$ cat config.mk
export PLATFORM = sky130hd
export DESIGN_NAME = apb4_requester
export DESIGN_NICKNAME = d
export VERILOG_FILES = /design/src/rtl/apb4_requester.sv
export SDC_FILE = /design/constraint.sdc
export NUM_CORES = 1
export LEC_CHECK = 0
export ABC_CLOCK_PERIOD_IN_PS = 2000
export CAP_MARGIN = 40
export CORE_ASPECT_RATIO = 1.25
export CORE_MARGIN = 1
export CORE_UTILIZATION = 43
export DETAILED_ROUTE_END_ITERATION = 7
export GPL_TIMING_DRIVEN = 0
export PLACE_DENSITY_LB_ADDON = 0.12
export SLEW_MARGIN = 20
export SYNTH_ARGS = -nofsm -noshare
export SYNTH_HDL_FRONTEND = slang
export SYNTH_SLANG_ARGS = --single-unit
$ cat constraint.sdc
create_clock -name PCLK -period 2 [get_ports PCLK]
set_clock_uncertainty 0.1 [all_clocks]
set_input_delay 0.6 -clock PCLK [delete_from_list [all_inputs] [get_ports PCLK]]
set_output_delay 0.6 -clock PCLK [all_outputs]
set_load 0.01 [all_outputs]
$ cat src/rtl/apb4_requester.sv
// apb4_requester: single-outstanding valid/ready command to APB4 initiator with PREADY watchdog.
module apb4_requester #(
  parameter int PADDR_SIZE = 4,
  parameter int PDATA_SIZE = 8,
  parameter int TIMEOUT    = 16
) (
  input  logic                    PCLK,
  input  logic                    PRESET,
  input  logic                    cmd_valid,
  output logic                    cmd_ready,
  input  logic [PADDR_SIZE-1:0]   cmd_addr,
  input  logic                    cmd_write,
  input  logic [PDATA_SIZE-1:0]   cmd_wdata,
  input  logic [PDATA_SIZE/8-1:0] cmd_strb,
  output logic                    rsp_valid,
  input  logic                    rsp_ready,
  output logic [PDATA_SIZE-1:0]   rsp_rdata,
  output logic                    rsp_err,
  output logic                    rsp_timeout,
  output logic                    PSEL,
  output logic                    PENABLE,
  output logic [PADDR_SIZE-1:0]   PADDR,
  output logic                    PWRITE,
  output logic [PDATA_SIZE/8-1:0] PSTRB,
  output logic [PDATA_SIZE-1:0]   PWDATA,
  input  logic [PDATA_SIZE-1:0]   PRDATA,
  input  logic                    PREADY,
  input  logic                    PSLVERR
);
  localparam int CW = TIMEOUT > 0 ? $clog2(TIMEOUT + 1) : 1;
  typedef enum logic [1:0] {IDLE, SETUP, ACCESS, RESP} state_t;
  state_t state, state_n;
  logic [CW-1:0] cnt;
  logic expire, done;
  // cnt holds the number of stalled ACCESS cycles already seen, so this cycle is the TIMEOUT-th
  assign expire = (TIMEOUT != 0) && (32'(cnt) == 32'(TIMEOUT - 1)) && !PREADY;
  assign done = (state == ACCESS) && (PREADY || expire);
  assign cmd_ready = (state == IDLE) && !PRESET;
  assign rsp_valid = state == RESP;
  assign PSEL = (state == SETUP) || (state == ACCESS);
  assign PENABLE = state == ACCESS;
  always_comb begin
    state_n = state;
    case (state)
      IDLE:    state_n = cmd_valid ? SETUP : IDLE;
      SETUP:   state_n = ACCESS;
      ACCESS:  state_n = done ? RESP : ACCESS;
      default: state_n = rsp_ready ? IDLE : RESP;
    endcase
  end
  always_ff @(posedge PCLK) begin
    if (PRESET) begin
      state       <= IDLE;
      cnt         <= '0;
      PADDR       <= '0;
      PWRITE      <= 1'b0;
      PSTRB       <= '0;
      PWDATA      <= '0;
      rsp_rdata   <= '0;
      rsp_err     <= 1'b0;
      rsp_timeout <= 1'b0;
    end else begin
      state <= state_n;
      cnt   <= (state == ACCESS) ? cnt + 1'b1 : '0;
      if (cmd_ready && cmd_valid) begin
        PADDR  <= cmd_addr;
        PWRITE <= cmd_write;
        PSTRB  <= cmd_write ? cmd_strb : '0;
        PWDATA <= cmd_wdata;
      end
      if (done) begin
        rsp_rdata   <= (PREADY && !PWRITE) ? PRDATA : '0;
        rsp_err     <= PREADY ? PSLVERR : 1'b1;
        rsp_timeout <= !PREADY;
      end
    end
  end
endmodule

==> results of run 1 <==
-- layout by cell type (no fill, tap or decap) --
master	Yosys	layout
nor2b_1	1	1
buf_4	1	4
or3b_1	1	1
nand3_1	14	14
o21ai_2	1	1
nand3b_1	1	1
nand4bb_1	8	8
dfxtp_4	0	1
a221oi_2	1	1
clkinv_2	0	1
a21bo_2	14	14
clkbuf_2	0	1
inv_2	0	2
dlymetal6s2s_1	0	1
ha_4	0	2
ha_1	5	2
buf_2	8	8
clkbuf_4	0	5
clkbuf_1	2	3
clkdlybuf4s15_1	0	2
a211oi_1	2	2
nand4_1	1	1
dfxtp_2	0	2
buf_6	1	1
and3_1	1	1
a21oi_1	17	17
and3b_1	1	1
or2b_1	1	1
nand2b_1	10	10
nor2_1	4	4
clkdlybuf4s50_1	0	48
inv_1	5	3
xnor2_1	1	1
dfxtp_1	31	28
ha_2	0	1
mux2i_1	9	9
-- power groups by stage --
stage          clock network (mW)  registers, mW  logic [mW]
6_report                    0.346          0.694       0.472
3_5_place_dp                    0          0.705       0.447
3_3_place_gp                    0          0.703       0.440
5_1_grt                     0.392          0.700       0.517
4_1_cts                     0.354          0.692       0.477
2_1_floorplan                   0          0.718       0.231
-- critical path: cells and delay by family, from the launching register on --
family,cells,cell delay [ns]
buffers and inverters,2,0.29
DFF,1,0.35
adders and majority gates,1,0.26
-- sequential cells by signal (all words and copies together), names as in the netlist --
register	flops
PADDR	4
PSTRB	1
PWDATA	8
PWRITE	1
cnt	5
rsp_err	1
rsp_rdata	8
rsp_timeout	1
state	2
-- final cells by class --
cell class | instances | area, sq um
flip-flops and latches | 31 | 627
repair buffers | 56 | 546
clock inverters | 1 | 5.00
fillers | 257 | 942
inverters | 5 | 18.8
well taps | 36 | 45.0
clock buffers | 7 | 45.0
multi-input cells | 93 | 742
plain buffers | 10 | 57.6
-- per-layer routing --
layer  part of all wire, %  up-vias  GRT usage, %  routed length, microns
li1                      -      620             -                       -
met3                   6.9        7          5.98                     221
met5                     0        -             0                       0
met2                    52       46          37.0                    1650
met4                   1.8        0          9.21                      56
met1                    40      570          23.9                    1270
-- logic make-up after synthesis --
| kind of cell | after synthesis | share of synthesized area, % |
|---|---|---|
| compound gates | 35 | 18.6 |
| xor+xnor | 1 | 0.617 |
| fa+ha+maj | 5 | 4.41 |
| buf+inv | 17 | 5.99 |
| flops | 31 | 43.7 |
| mux | 9 | 6.34 |
| simple gates | 43 | 20.4 |
-- through the flow --
| step | hold slack, ns | worst slack [ns] | TNS (ns) | area, sq um |
|---|---|---|---|---|
| after floorplan | 0.318 | 0.210 | 0 | 1420 |
| after global placement | 0.329 | -0.329 | -0.329 | 2000 |
| after detailed placement | 0.342 | -0.370 | -0.370 | 2000 |
| after CTS | 0.357 | 0.00487 | 0 | 2100 |
| after global routing | 0.381 | 0.00651 | 0 | 2090 |
| final | 0.356 | 0.0707 | 0 | 2090 |
-- final timing paths --
path | startpoint | end | slack [ns] | cells past startpoint
setup / recovery | state[0] | PSEL | 0.07 | 3
setup reg to reg | cnt[0] | rsp_rdata[6] | 0.38 | 6
hold reg to reg | cnt[0] | cnt[0] | 0.36 | 1
hold / removal | cnt[0] | cnt[0] | 0.36 | 1
-- repair_timing --
| action | 4_1_cts | 5_1_grt |
|---|---|---|
| gates cloned | 0 | 0 |
| setup buffers | 3 | 0 |
| hold endpoints to repair | 0 | 0 |
| pin swaps | 1 | 0 |
| resized for setup | 16 | 8 |
| endpoints found under the setup margin | 5 | 5 |
==> summary.md, run 1 <==
| Metric | Value |
|---|---|
| Share of the synthesized area in the top cell type | 43.7% |
| Crit end category | output port |
| Static Leak | 0.833 nW |
| CTS clk-pin slew, worst paths | 0.09 ns |
| CTS sink cnt | 31 |
| Slowest stage delay, CP | 0.35 ns |
| Internal power | 1.06 mW |
| Io pins | 56 |
| Syn nets | 174 |
| Final ANT Viol Nets | 0 |
| Setup crit start kind | flop |
| RSZ-0062 raised after global routing | false |
| Pwr Total | 1.51 mW |
| Switch Pwr | 448 uW |
| Clock share of power | 22.9% |
| Count leader, synth | dfxtp_1 |
| Pwr/cell area | 725 nW/um^2 |
| Worst slew pin tran | 0.346 ns |
| Ys flop type | dfxtp_1 |
| DR vias | 1243 |
| CP max stage cell | dfxtp_2 |
| Fmax achieved | 0.518 GHz |
| Post-Synthesis Cells | 141 |
| Minimum clock period | 1.93 ns |
| Area leader, netlist | dfxtp_1 |
| Gpl congestion | 0.726 |
| Final hold violations | 0 |
| GRT Resource Usage Total | 21.5% |
| Required time worst endpoint | 1.30 ns |
| Crit Path Max Fanout | 2 |
| Ys async rst share | 0% |
| Final Slew Violations | 0 |
| Seq pwr share | 45.9% |
| Die Footprint | 3540 sq um |
| # setup viols final | 0 |
| Logic gate share of total power | 31.2% |
| Non-Filler Instances | 239 |
| Die Y | 66.3 microns |
| WS Path Type | flop to output port |
| Number of CTS-inserted buffers | 5 |
| Vias in the first global route | 1278 |
| Top cells by count, synth | 31 x dfxtp_1, 17 x a21oi_1, 14 x a21bo_2, 14 x nand3_1, 10 x nand2b_1 |
| Synthesized cell area | 1420 sq um |
| First-pass GRT wire length | 5470 microns |
| Critical Path, Cell by Cell | inv_2 -> ha_4 -> clkdlybuf4s15_1 |
| Die W | 53.4 microns |
| Fin nets | 235 |
| Site Rows | 22 |
| Yosys cell types | 25 |
| Root buffer cell | clkbuf_4 |
| # diodes | 0 |
| Ranking of synthesized cells by area | dfxtp_1 44%, a21bo_2 9.9%, mux2i_1 6.3% |
| Worst Path Arrival | 1.23 ns |
| Initial Util | 46.9% |
| CTS Buffer Depth | 2 |
| DP HPWL | 2360 microns |
| FF+latch count, synth | 31 |
| Initial DRC count | 19 |
| Wire per inst | 13.4 microns |
| Warnings, synthesis | 0 |
| Worst-Skew Late Latency | 0.33 ns |
| Max cap viols | 0 |
| Initial antenna violation count | 0 |
| I/O Buffers | 53 |
| Worst min path class | flop to flop |
| Total grt overflow | 0 |
| EDFF count, synth | 0 |
| Largest net degree at the start of global routing | 12 |
| DRC Markers | 0 |
| Sequential element share of the synthesized area | 43.7% |
| Avg Cell Area, Syn | 10.1 sq um |
| Placeable core area | 3030 sq um |
| VDD IR max | 0.000587 V |
| Placed cells | 230 |
| CTS tree | yes |
| Via/cell ratio | 5.20 |
| Share of cells above drive strength 1 | 21.7% |
| Area grow syn2layout | 46.9% |
| Sw frac | 29.6% |
| TritonRoute pass-1 iters | 4 |
| Max_slew headroom | 76.9% |
| Fin util | 68.9% |
| Drt total wl | 3200 microns |
| Status | complete, no violations |
| Hold_buf cts | 0 |
| H-tree levels | 2 |
| Fin crit share | 96.5% |
Power figures use the tool's default switching activity.
==> run 2: changes to the inputs <==
Settings changed: SETUP_SLACK_MARGIN set to 0.02.
==> run 2 against run 1 <==
Sequential power is essentially flat. Sequential cell count is the same. Global-route usage shrank 0.33 points. Sequential share of layout area shrank 0.060 points. Power grew 0.39%. Clock-buffer cell count is the same. Die area is the same. Highest routed layer unchanged.
==> summary.md, run 2 (synthesized netlist as in run 1, its figures left out) <==
| Metric | Value |
|---|---|
| Final hold violations | 0 (unchanged) |
| Total grt overflow | 0 (unchanged) |
| CTS Buffer Depth | 2 (unchanged) |
| Setup crit start kind | input port |
| Hold_buf cts | 0 (unchanged) |
| # diodes | 0 (unchanged) |
| Largest regs | PWDATA (8), rsp_rdata (8), cnt (5) |
| Die Footprint | 3540 sq um (unchanged) |
| DP HPWL | 2360 microns (unchanged) |
| VDD IR max | 0.000539 V (-8.2%) |
| DRC Markers | 0 (unchanged) |
| Clock share of power | 22.6% (-0.3 points) |
| Seq pwr share | 45.8% (about the same) |
| Fin crit share | 96.3% (-0.20 points) |
| H-tree levels | 2 (unchanged) |
| Max cap viols | 0 (unchanged) |
| GRT Resource Usage Total | 21.2% (-0.33 points) |
| Final Cell Area | 2100 sq um (+0.60%) |
| Io pins | 56 (unchanged) |
| CTS sink cnt | 31 (unchanged) |
| Site Rows | 22 (unchanged) |
| Sw frac | 29.3% (-0.31 points) |
| Via/cell ratio | 5.21 (+0.26%) |
| Fin nets | 234 (-0.43%) |
| Final ANT Viol Nets | 0 (unchanged) |
| Drt total wl | 3210 microns (+0.34%) |
| Initial antenna violation count | 0 (unchanged) |
| Root buffer cell | clkbuf_4 |
| Initial DRC count | 26 (+7) |
| Minimum clock period | 1.93 ns (-0.00396 ns) |
| Dpl cell area | 2000 sq um (unchanged) |
| Worst hold slack | 0.357 ns (+0.00114 ns) |
| # setup viols final | 0 (unchanged) |
| Static Leak | 0.855 nW (+2.6%) |
| RSZ-0062 raised after global routing | true |
| Switch Pwr | 445 uW (-0.67%) |
| Gpl congestion | 0.726 (unchanged) |
| Logic gate share of total power | 31.7% (+0.5 points) |
| Final Slew Violations | 0 (unchanged) |
| Worst-Skew Late Latency | 0.32 ns (about the same) |
| Die Y | 66.3 microns (unchanged) |
| Pwr/cell area | 723 nW/um^2 (-0.21%) |
| Largest net degree at the start of global routing | 11 (-1) |
| Crit. Startpoint | PRESET |
| Most common cell after layout, fill and taps aside | clkdlybuf4s50_1 |
| Fmax achieved | 0.519 GHz (+0.21%) |
| Die W | 53.4 microns (unchanged) |
| Fin util | 69.3% (+0.41 points) |
| Placeable core area | 3030 sq um (unchanged) |
| Status | complete, no violations |
| TritonRoute pass-1 iters | 4 (unchanged) |
| CTS clk-pin slew, worst paths | 0.09 ns (about the same) |
| I/O Buffers | 53 (unchanged) |
| Worst Path Arrival | 1.23 ns (about the same) |
| Max_slew headroom | 76.7% (-0.20 points) |
| Crit end category | output port |
| Share of cells above drive strength 1 | 22.3% (+0.60 points) |
| DR vias | 1241 (-0.16%) |
| Hold_sp | cnt[0] |
| Area grow syn2layout | 47.8% |
| Most frequent cells in the layout | 47 x clkdlybuf4s50_1, 28 x dfxtp_1, 17 x a21oi_1, 14 x nand3_1, 14 x a21bo_2 |
| Internal power | 1.07 mW (+0.83%) |
| Number of CTS-inserted buffers | 5 (unchanged) |
| Initial Util | 46.9% (unchanged) |
| Worst min path class | flop to flop |
| R2R Path Start | cnt[0] |
| Worst slew pin tran | 0.349 ns (+0.00307 ns) |
| Wire per inst | 13.5 microns (+0.77%) |
| WS Path Type | input port to output port |
| Required time worst endpoint | 1.30 ns (about the same) |
| First-pass GRT wire length | 5450 microns (-0.37%) |
| CTS tree | yes |
| Crit Path Max Fanout | 10 (+8) |
| Vias in the first global route | 1289 (+0.86%) |
## run 2: metrics by stage
step	setup TNS, ns	instances	power [mW]	setup slack (ns)
floorplan	0	141	0.949	0.210
global placement	-0.329	230	1.14	-0.329
detailed placement	-0.370	230	1.15	-0.370
CTS	-0.0313	239	1.53	-0.0313
global route	-0.00959	238	1.62	-0.00959
finish	0	238	1.52	0.0746
## run 2: repair_timing
| action | CTS | global route |
|---|---|---|
| pin swaps | 1 | 0 |
| setup buffers | 1 | 0 |
| setup endpoints to repair | 5 | 5 |
| resized for setup | 25 | 7 |
## run 2: final timing paths
check / end / slack, ns / depth (start not counted)
setup reg to reg: rsp_rdata[6] / 0.38 / 6
hold / removal: cnt[0] / 0.36 / 1
hold reg to reg: cnt[0] / 0.36 / 1
setup / recovery: cmd_ready / 0.07 / 4
## run 2: routing by layer
layer | vias to the layer above | track usage, % | part of all wire (%) | wire, microns
li1 | 618 | - | - | -
met1 | 572 | 23.6 | 39 | 1260
met2 | 46 | 37.2 | 52 | 1680
met3 | 5 | 5.98 | 7.2 | 232
met4 | 0 | 7.24 | 1.1 | 36
met5 | - | 0 | 0 | 0
## run 2: final cells by class
cell class,instances,area [sq um]
Clock inverter,1,5.00
Fill cell,254,930
Tap cell,36,45.0
Multi-Input combinational cell,93,749
Buffer,11,62.6
Clock buffer,7,45.0
Timing Repair Buffer,54,541
Inverter,5,21.3
Sequential cell,31,629
## run 2: worst max-delay path, stage by stage
cell and delay [ns]:
buf_2 0.17, buf_2 0.27, nor2b_4 0.06, buf_6 0.12
## run 2: power by group through the flow
| stage | combinational [mW] | sequential (mW) | clock, mW |
|---|---|---|---|
| final | 0.481 | 0.694 | 0.343 |
| after global routing | 0.528 | 0.701 | 0.390 |
| after detailed placement | 0.447 | 0.705 | 0 |
| after global placement | 0.440 | 0.703 | 0 |
| after CTS | 0.484 | 0.694 | 0.354 |
| after floorplan | 0.231 | 0.718 | 0 |
==> run 3: changes to the inputs <==
Settings changed: CORE_MARGIN 1 to unset, CTS_CLUSTER_DIAMETER set to 200.
==> results of run 3 <==
The final DEF is identical to that of run 2; final timing and power are the same.
==> RTL edit 1: new RTL, settings of run 2 <==
Put one more register stage on the output `rsp_timeout`. The value now appears one clock later. The other outputs are not delayed to match.
--- a/src/rtl/apb4_requester.sv
+++ b/src/rtl/apb4_requester.sv
@@ -31,2 +31,4 @@
   typedef enum logic [1:0] {IDLE, SETUP, ACCESS, RESP} state_t;
+
+  logic rsp_timeout_s0;
   state_t state, state_n;
@@ -60,3 +62,3 @@
       rsp_err     <= 1'b0;
-      rsp_timeout <= 1'b0;
+      rsp_timeout_s0 <= 1'b0;
     end else begin
@@ -73,3 +75,3 @@
         rsp_err     <= PREADY ? PSLVERR : 1'b1;
-        rsp_timeout <= !PREADY;
+        rsp_timeout_s0 <= !PREADY;
       end
@@ -77,2 +79,6 @@
   end
+  always_ff @(posedge PCLK) begin
+    rsp_timeout <= rsp_timeout_s0;
+  end
+
 endmodule
Behaviour: no difference found for any inputs over 10 cycles, from zero or initial values and one cycle with PRESET high; that may be too few to reach the edited logic, so the function may still have changed.
==> RTL edit 1 against run 2 <==
  * Critical path depth did not move
  * Utilization shrank 3.0 points
  * Clock power rose by 35%
  * Area after synthesis rose by 1.4%
  * Worst setup slack better by 3.4 ps
  * Die area grew 1.4%
  * Sequential cell count up 1
  * Final area rose by 0.95%
  * Non-clock buffer count down 1
  * Wire length up 2.2%
  * Total power rose by 8.2%
  * Cell count unchanged
  * Highest routed layer unchanged
==> RTL edit 1: results (changes against run 2) <==
- Sequential Area: 647 sq um (+2.8%)
- Synth-to-Final Area Change: 47.1%
- Hold EP: rsp_timeout$_DFF_P_
- Non-clk buf share: 27.6% (-1.2 points)
- Setup slack after placement: -341 ps (+29.5 ps)
- Status: complete, no violations
- First-pass GRT wire length: 5350 microns (-1.9%)
- Relative slew margins: 76.9% (+0.15 points)
- Clock buf/inv share: 3.66% (+1.3 points)
- Clkbuf count: 6 (-1)
- Well-Tap Cells: 37 (+2.8%)
- DRT Wirelength: 3280 microns (+2.2%)
- Clock Latency Late Sink: 280 ps (-40 ps)
- DP Cell Count: 232 (+0.87%)
- Initial DRC Count: 25 (-3.8%)
- Syn nets: 175 (+0.57%)
- Reg-to-reg endpoint: rsp_rdata[5]$_SDFFE_PP0P_
- Post-CTS setup buffers: 0 (-1)
- Hold WS: 259 ps (-97.8 ps)
- Root buf cell: clkbuf_8
- Biggest cell delay along the critical path: 250 ps (-20 ps)
- Hold path start: rsp_timeout_s0$_SDFFE_PP0P_
- HPWL Detailed: 2370 microns (+0.35%)
- Drt pass-1 iters: 3 (-1)
- Total GRT Usage: 20.9% (-0.31 points)
==> RTL edit 1: cell count changes after synthesis, sizes merged <==
cell / run 2 / this run
dfxtp: 31 / 32
==> RTL edit 1: where the power goes <==
part | internal, W | leakage, nW | total [W] | switching [W]
logic | 0.000254 | 0.534 | 0.000459 | 0.000205
registers | 0.000688 | 0.262 | 0.000721 | 0.0000329
clock network | 0.000236 | 0.0410 | 0.000463 | 0.000227
==> RTL edit 1: timing repair <==
| item | in CTS | in global routing |
|---|---|---|
| pin swaps | 0 | 0 |
| endpoints found under the setup margin | 5 | 1 |
| gates resized for setup | 22 | 2 |
| hold endpoints to repair | 0 | 0 |
==> RTL edit 1: cell families (layout without fill, tap and decap cells) <==
| logic type | after synthesis | in the layout | share of synthesized area [%] |
|---|---|---|---|
| XOR/XNOR | 1 | 1 | 0.608 |
| flip-flops | 32 | 32 | 44.5 |
| buffers and inverters | 17 | 76 | 5.91 |
| adder cells (fa/ha/maj) | 5 | 5 | 4.34 |
| AND/OR/NAND/NOR | 43 | 43 | 20.1 |
| multiplexers | 9 | 9 | 6.26 |
| AO/OA/AOI/OAI | 35 | 35 | 18.3 |
==> RTL edit 1: worst max-delay path by stage <==
stage | from | end | slack (ps)
CTS | state[1]$_SDFF_PP0_ | cmd_ready | 20
global route | PRESET | cmd_ready | 20
finish | PRESET | cmd_ready | 80
global placement | state[0]$_SDFF_PP0_ | cmd_ready | -320
floorplan | PRESET | cmd_ready | 210
detailed placement | state[0]$_SDFF_PP0_ | cmd_ready | -340
==> RTL edit 1: layer usage <==
metal  wire (microns)  up-vias  share of wire, %
li1                 -      618                 -
met1             1340      576                41
met2             1680       38                51
met3              212        6               6.5
met4               47        0               1.4
met5                0        -                 0
==> RTL edit 2: new RTL, settings of run 2 <==
Without the edit above. Set the parameter `PADDR_SIZE` to 8 (it was 4).
--- a/src/rtl/apb4_requester.sv
+++ b/src/rtl/apb4_requester.sv
@@ -2,3 +2,3 @@
 module apb4_requester #(
-  parameter int PADDR_SIZE = 4,
+  parameter int PADDR_SIZE = 8,
   parameter int PDATA_SIZE = 8,
Ports: changed (resized PADDR and cmd_addr); port bits go from 56 to 64. The function was not compared with the original's and may differ.
==> RTL edit 2 against run 2 <==
  * Sequential power increased by 15%
  * Worst setup slack got worse by 1.1 ps
  * Total power increased by 6.6%
  * Critical path type is now register to primary output
  * Wire length increased by 2.1%
  * Non-clock buffer count increased by 7
  * Sequential cell count increased by 4
  * Largest power group unchanged
  * Area after synthesis decreased by 4.3%
  * Final area increased by 2.3%
  * Utilization increased by 2.9 points
==> RTL edit 2: results (changes against run 2) <==
- Setup slack after placement: -762 ps (-392 ps)
- Lkg Pwr: 0.959 nW (+12%)
- Post-synthesis mux area share: 5.89% (-0.45 points)
- Final GP Congestion: 0.724 (-0.29%)
- Top cells by count, synth: 35 x dfxtp_1, 17 x a22o_1, 10 x nand2b_1, 8 x mux2i_1, 7 x nand4bb_1
- Distinct cells, synth: 25 (unchanged)
- First-pass GRT wire length: 5210 microns (-4.4%)
- Synth top area cells: dfxtp_1 52%, a22o_1 11%, mux2i_1 5.9%
- Crit path to: rsp_timeout
- Layout cell share with drive strength beyond 1: 13.2% (-9.1 points)
- Nets@finish: 227 (-3.0%)
- Clock Latency Late Sink: 340 ps (+20 ps)
- Hold depth: 2 (+1)
- Worst VDD drop: 492 uV (-8.7%)
- Endpoints failing setup: 0 (unchanged)
- Final TNS setup: 0 ps (unchanged)
- Port Buf Inserts: 63 (+19%)
- Biggest regs: PADDR (8), PWDATA (8), rsp_rdata (8)
- Crit path launch: rsp_timeout$_SDFFE_PP0P_
- Via count: 1180 (-4.9%)
- Vias in the first global route: 1171 (-9.2%)
- Reg-to-reg slack, setup: 290 ps (-90 ps)
- Synth Area in Adders: 4.60% (+0.20 points)
- Biggest cell delay along the critical path: 540 ps (+270 ps)
- Relative slew margins: 73.0% (-3.7 points)
- Synth Area in XOR/XNOR: 0.645% (+0.028 points)
- HPWL Detailed: 2340 microns (-0.73%)
- Status: complete, no violations
- Routed length per instance: 14.5 microns (+7.5%)
- Final period demand of the worst path: 1930 ps (+1.13 ps)
- Ys flop type: dfxtp_1
- Crit path max fanout: 2 (-8)
- Syn nets: 155 (-11%)
- Sequential-to-total area share from yosys stat: 51.6% (+7.9 points)
- Initial DRC Count: 11 (-58%)
- Largest net degree at the start of global routing: 11 (unchanged)
- Compound-Gate Fraction of Synth Area: 16.3% (-2.3 points)
- Reg-to-reg endpoint: rsp_rdata[4]$_SDFFE_PP0P_
- Slowest CP cell: clkdlybuf4s50_1
- Total GRT Usage: 21.1% (-0.11 points)
## RTL edit 2: changes by cell type in the layout (fill, tap and decap cells not counted), moves of 3 or more
cell and change:
clkdlybuf4s50_1 +4, buf_2 -3, a22o_1 +17, a21bo_2 -14, a21oi_1 -14, dlymetal6s2s_1 +4
dfxtp_1 +4, nand3_1 -13
## RTL edit 2: layout make-up
type                    count  area, sq um
clock buffers               6         51.3
flip-flops and latches     35          707
plain buffers               7         51.3
multi-input cells          71          622
well taps                  36         45.0
inverters                   5         21.3
clock inverters             1         5.00
fillers                   236          827
repair buffers             65          643
## RTL edit 2: timing repair
item | in CTS | in global routing
buffers inserted | 2 | 0
setup endpoints to repair | 5 | 9
resized for setup | 23 | 12
pin swaps | 1 | 0
## RTL edit 2: per-stage QoR
stage               instance area [sq um]  hold WS [ps]  cells  utilization, %
finish                               2150           362    226            72.2
CTS                                  2150           365    226            72.2
floorplan                            1360           318    118               -
detailed placement                   2030           344    217            68.4
global route                         2150           389    226            72.2
global placement                     2030           329    217            68.4
## RTL edit 2: worst min path at each step
stage	startpoint	end	slack (ps)
6_report	rsp_err$_SDFFE_PP0P_	rsp_err$_SDFFE_PP0P_	360
5_1_grt	PSTRB$_SDFFE_PP0P_	PSTRB$_SDFFE_PP0P_	390
4_1_cts	cnt[0]$_SDFF_PP0_	cnt[0]$_SDFF_PP0_	370
3_5_place_dp	cnt[0]$_SDFF_PP0_	cnt[0]$_SDFF_PP0_	340
3_3_place_gp	cnt[0]$_SDFF_PP0_	cnt[0]$_SDFF_PP0_	330
2_1_floorplan	cnt[0]$_SDFF_PP0_	cnt[0]$_SDFF_PP0_	320
## RTL edit 2: kinds of logic (layout without fill, tap and decap cells)
family,after synthesis,count (layout)
adder cells (fa/ha/maj),5,5
XOR/XNOR,1,1
flip-flops,35,35
buffers and inverters,12,84
AND/OR/NAND/NOR,30,30
multiplexers,8,8
AO/OA/AOI/OAI,27,27
## RTL edit 2: report_power, final
part	switching (W)	total, W	internal, W
Combinational	0.000179	0.000438	0.000259
Sequential	0.0000374	0.000795	0.000758
Clock	0.000222	0.000385	0.000163
## RTL edit 2: worst reg2reg max path, stage by stage (launching register included)
cell and delay, ps:
dfxtp_1 340, ha_1 220, and3_1 190, ha_1 180, o21ai_1 110, buf_2 280
mux2i_1 220
## RTL edit 2: layer usage
metal  up-vias  global-route usage [%]  part of all wire (%)
li1        572                       -                     -
met4         0                    9.87                   2.6
met1       549                    21.5                    40
met3         8                    8.22                   8.2
met5         -                       0                     0
met2        51                    36.4                    49
